[src/rtl/decoder_line_monitor.sv]
// Snapshots the 16 decoder lines on request, classifies them as none/one-hot/multi-hot,
// and presents the result over valid/ready. Optional sticky flag: DECODER_LINE_MONITOR_STICKY_ERR_EN.
module decoder_line_monitor #(
   parameter int ERR_W = 8
) (
   input  logic             clk,
   input  logic             rst,
   input  logic [15:0]      lines,
   input  logic             sample,
   input  logic             out_ready,
   output logic             out_valid,
   output logic [3:0]       out_index,
   output logic [1:0]       out_kind,
   output logic [ERR_W-1:0] err_count,
   output logic             busy,
   output logic             err_sticky
);

   localparam logic [1:0] S_IDLE = 2'd0;
   localparam logic [1:0] S_EVAL = 2'd1;
   localparam logic [1:0] S_HOLD = 2'd2;

   localparam logic [1:0] K_NONE  = 2'b00;
   localparam logic [1:0] K_ONE   = 2'b01;
   localparam logic [1:0] K_MULTI = 2'b10;

   logic [1:0]  state;
   logic [15:0] snap;
   logic [1:0]  eval_kind;
   logic [3:0]  eval_index;
   logic        transfer;

   function automatic logic [1:0] classify(input logic [15:0] v);
      logic [4:0] n;
      n = '0;
      for (int i = 0; i < 16; i++) n = n + {4'd0, v[i]};
      if (n == 5'd0)      return K_NONE;
      else if (n == 5'd1) return K_ONE;
      else                return K_MULTI;
   endfunction

   // Scanning downward leaves the lowest set position as the final assignment.
   function automatic logic [3:0] lowest_index(input logic [15:0] v);
      logic [3:0] idx;
      idx = '0;
      for (int i = 15; i >= 0; i--) begin
         if (v[i]) idx = 4'(i);
      end
      return idx;
   endfunction

   function automatic logic [ERR_W-1:0] sat_inc(input logic [ERR_W-1:0] c);
      return (c == '1) ? c : c + ERR_W'(1);
   endfunction

   assign eval_kind  = classify(snap);
   assign eval_index = lowest_index(snap);
   assign out_valid  = (state == S_HOLD);
   assign busy       = (state != S_IDLE);
   assign transfer   = out_valid & out_ready;

   always_ff @(posedge clk) begin
      if (rst) begin
         state     <= S_IDLE;
         snap      <= '0;
         out_index <= '0;
         out_kind  <= K_NONE;
         err_count <= '0;
      end else begin
         case (state)
            S_IDLE: begin
               if (sample) begin
                  snap  <= lines;
                  state <= S_EVAL;
               end
            end
            S_EVAL: begin
               out_kind  <= eval_kind;
               out_index <= eval_index;
               if (eval_kind != K_ONE) err_count <= sat_inc(err_count);
               state <= S_HOLD;
            end
            S_HOLD: begin
               // Samples arriving while stalled are dropped, not queued.
               if (transfer) begin
                  if (sample) begin
                     snap  <= lines;
                     state <= S_EVAL;
                  end else begin
                     state <= S_IDLE;
                  end
               end
            end
            default: state <= S_IDLE;
         endcase
      end
   end

`ifdef DECODER_LINE_MONITOR_STICKY_ERR_EN
   always_ff @(posedge clk) begin
      if (rst)
         err_sticky <= 1'b0;
      else if ((state == S_EVAL) && (eval_kind != K_ONE))
         err_sticky <= 1'b1;
   end
`else
   assign err_sticky = 1'b0;
`endif

endmodule

[config.mk]
export PLATFORM = sky130hd
export DESIGN_NAME = decoder_line_monitor
export DESIGN_NICKNAME = d
export VERILOG_FILES = /design/src/rtl/decoder_line_monitor.sv
export SDC_FILE = /design/constraint.sdc
export NUM_CORES = 1
export LEC_CHECK = 0
export ABC_AREA = 1
export CAP_MARGIN = 20
export CORE_MARGIN = 2
export CORE_UTILIZATION = 35
export DETAILED_ROUTE_END_ITERATION = 16
export PLACE_DENSITY = 0.57
export SLEW_MARGIN = 20
export SYNTH_ARGS = -nofsm -noshare
export SYNTH_HDL_FRONTEND = slang
export SYNTH_SLANG_ARGS = --single-unit
[constraint.sdc]
create_clock -name clk -period 5.2 [get_ports clk]
set_input_delay 1.56 -clock clk [delete_from_list [all_inputs] [get_ports clk]]
set_output_delay 1.56 -clock clk [all_outputs]
set_load 0.005 [all_outputs]
==> reports/qor.csv <==
stage,metric,value,unit
status,status,completed,
clocking,H-tree Lvls,2,
grt,grt ovf,0,
grt,Total GRT Usage,13.8,%
worst_setup_path,Crit path top cell by count,fa_1,
synth,asr flop ratio synth,0,%
clocking,post-CTS setup buffer count,0,
synth,Synth Area in Compound Gates,14.7,%
worst_setup_path,critical path endpoint category,register,
timing,Fin. Hold Viols,0,
power_and_ir_drop,pwr/cell area,336,mW/mm^2
timing,RSZ-0062 raised after global routing,false,
worst_setup_path,"Max FO, Critical Path",9,
synth,post-synthesis sequential area ratio,34.8,%
synth,Synth Instances,230,
routing,vias post-DR,1533,
worst_setup_path,"setup slack, reg-to-reg",1000,ps
timing,fin crit period,4200,ps
routing,final wirelength,3.74,mm
worst_setup_path,Startpoint Class,register,
floorplan,Site Rows,26,
timing,Final Cycle Share,80.8,%
clocking,CTS tree,yes,
worst_setup_path,r2r endpoint,err_count[5]$_SDFFE_PP0P_,
synth,Mapped Area,0.00184,mm^2
synth,post-synthesis register bit count,32,
synth,library cells used by synthesis,37,
clocking,CTS resizes,0,
power_and_ir_drop,Peak VDD IR,126,uV
clocking,CTS Sinks,32,
synth,mux share of post-synthesis cell area,0,%
power_and_ir_drop,Tot Pwr,0.000795,W
routing,TritonRoute pass-1 iters,5,
power_and_ir_drop,Leak,1.01,nW
clocking,Skew-Pair Late Insertion Delay,290,ps
floorplan,core area,0.00507,mm^2
placement,IO buf count,35,
grt,largest net degree at the start of global routing,32,
timing,Tightest Pin Transition,859,ps
worst_setup_path,Levels on crit path,18,
worst_setup_path,Crit path buffers/inverters,5,
worst_setup_path,Slowest cell on crit path,fa_1,
worst_hold_path,Worst Hold Class,register to register,
finish,antenna cell count,0,
routing,Iteration-0 DRC Markers,64,
clocking,TritonCTS buffer count,5,
finish,share of layout cells above drive strength 1,8.99,%
synth,Synth Area in Simple Gates,22.5,%
worst_setup_path,reg-to-reg critical path startpoint,snap[5]$_SDFFE_PP0P_,
timing,Setup Total Neg Slack,0,ps
routing,Via density,4.55,
finish,Non-Filler Instances,337,
grt,first-pass GRT wire length,6.56,mm
timing,final setup vio count,0,
clocking,Hold Buf Count CTS,0,
synth,"EDFF count, synth",0,
synth,top_reg_cell synth,dfxtp_1,
worst_setup_path,worst path required time,5370,ps
clocking,Clock Path Buffers,2,
routing,DRC Markers,0,
synth,adder-cell share of the synthesized area,15.0,%
finish,Layout Nets,302,
worst_setup_path,"CP delay by family, top",adder cells,
grt,initial antenna violation count,0,
worst_setup_path,Reg2Reg Depth,18,
timing,Peak Freq,238,MHz
flow_run,maxcap violations,0,
worst_setup_path,crit path launch,snap[5]$_SDFFE_PP0P_,
clocking,clk root buf,clkbuf_8,
finish,"commonest non-fill, non-tap cell in the layout",inv_1,
routing,post-route ant nets,0,
floorplan,Die Wd,76.5,um
placement,DP Worst Slack,969,ps
worst_setup_path,critical path class,register to register,
placement,Final Wtd Congestion,0.732,
worst_setup_path,WP data arrival,4370,ps
routing,wire per inst,11.1,um
worst_setup_path,max incr delay on CP,540,ps
timing,hold slack,463,ps
placement,placed cells,329,
clocking,clock slew at reported path FFs,80,ps
synth,syn avg cell area,8.00,um^2
worst_setup_path,worst setup path end,err_count[5]$_SDFFE_PP0P_,
synth,post-synthesis xor/xnor area fraction,0.952,%
floorplan,Ports,37,
timing,worst setup margin,998,ps
synth,Synth Net Count,266,
worst_setup_path,worst-path cell chain,"inv_1, fa_1, inv_1, fa_1, fa_1, inv_1, fa_1, inv_1, ha_1, fa_1, nor4_1, a21boi_2, nand2_2, nand2_4, inv_6, nand2_4, o21ai_1, nor3b_2",
finish,P&R area growth vs syn,28.3,%
finish,most frequent cells in the layout,"inv_1, nand2_1, clkdlybuf4s50_1",
grt,vias in the first global route,1505,
finish,Filler cells,550,
synth,largest family of logic cells by synthesized area,simple AND/OR/NAND/NOR gates,
placement,DPL Wire Length,2.92,mm
timing,slew margin rel.,42.7,%
synth,Ys Warns,0,
floorplan,Die Area,0.00585,mm^2
timing,Worst Skew,8.56,ps
timing,max-slew violation count,0,
floorplan,Die Height,76.5,um
floorplan,starting density of the core,36.3,%
cells in the mapped netlist (2+ instances only):
cell type	count	area share, %
inv_1	42	8.6
nand2_1	41	8.4
dfxtp_1	32	35
nor2_1	25	5.1
a211oi_1	15	6.1
a21oi_1	12	3.3
fa_1	10	11
ha_1	6	4.1
nand3_1	4	1.1
buf_4	3	1.2
clkbuf_1	3	0.61
nor3_1	3	0.82
nor3_2	3	1.6
o21ai_0	3	0.82
inv_2	2	0.41
nand2_4	2	1.2
nand4_1	2	0.68
nor3b_1	2	0.82
nor4_1	2	0.68
stage by stage:
stage | cell area (um^2) | util (%)
6_report | 2360 | 46.5
5_1_grt | 2360 | 46.5
4_1_cts | 2360 | 46.5
3_5_place_dp | 2250 | 44.3
3_3_place_gp | 2250 | 44.3
2_1_floorplan | 1840 | -
logic make-up after synthesis:
group                    count (synthesis)
XOR/XNOR                                 2
adder cells (fa/ha/maj)                 16
AO/OA/AOI/OAI                           39
other                                    1
flip-flops                              32
buffers and inverters                   53
AND/OR/NAND/NOR                         87
worst min-delay path, delay by kind of cell, from the launching register on:
kind             cells  cell delay (ps)
AND/OR/NAND/NOR      1               60
flip-flops           1              310
AO/OA/AOI/OAI        1               50
routing by layer:
layer  track usage [%]  vias up  share of wire [%]
li1                  -      799                  -
met1              17.7      699                 49
met2              22.5       29                 46
met3              3.44        6                4.0
met4              4.91        0                1.2
met5                 0        -                  0
worst min path at each step:
stage,start,endpoint,cells past startpoint
4_1_cts,out_index[3]$_SDFFE_PP0P_,out_index[3]$_SDFFE_PP0P_,2
5_1_grt,out_index[0]$_SDFFE_PP0P_,out_index[0]$_SDFFE_PP0P_,2
2_1_floorplan,out_index[0]$_SDFFE_PP0P_,out_index[0]$_SDFFE_PP0P_,2
6_report,out_index[3]$_SDFFE_PP0P_,out_index[3]$_SDFFE_PP0P_,2
3_3_place_gp,out_index[3]$_SDFFE_PP0P_,out_index[3]$_SDFFE_PP0P_,2
3_5_place_dp,out_index[1]$_SDFFE_PP0P_,out_index[1]$_SDFFE_PP0P_,2
flip-flops by register name (all words and copies together), names as in the netlist:
| signal | flops |
|---|---|
| err_count | 8 |
| out_index | 4 |
| out_kind | 2 |
| snap | 16 |
| state | 2 |
layout make-up:
| class | instances | area [um^2] | share of cell area, % |
|---|---|---|---|
| Multi-Input combinational cell | 145 | 981 | 41.5 |
| Tap cell | 70 | 87.6 | 3.71 |
| Timing Repair Buffer | 36 | 358 | 15.1 |
| Clock inverter | 3 | 46.3 | 1.96 |
| Inverter | 46 | 180 | 7.63 |
| Sequential cell | 32 | 641 | 27.1 |
| Clock buffer | 5 | 68.8 | 2.91 |
power by group:
group | internal [W] | switching [W]
Clock | 0.000144 | 0.0000999
Combinational | 0.000124 | 0.000150
Sequential | 0.000263 | 0.0000144
Total | 0.000531 | 0.000264
Power figures use the tool's default switching activity.
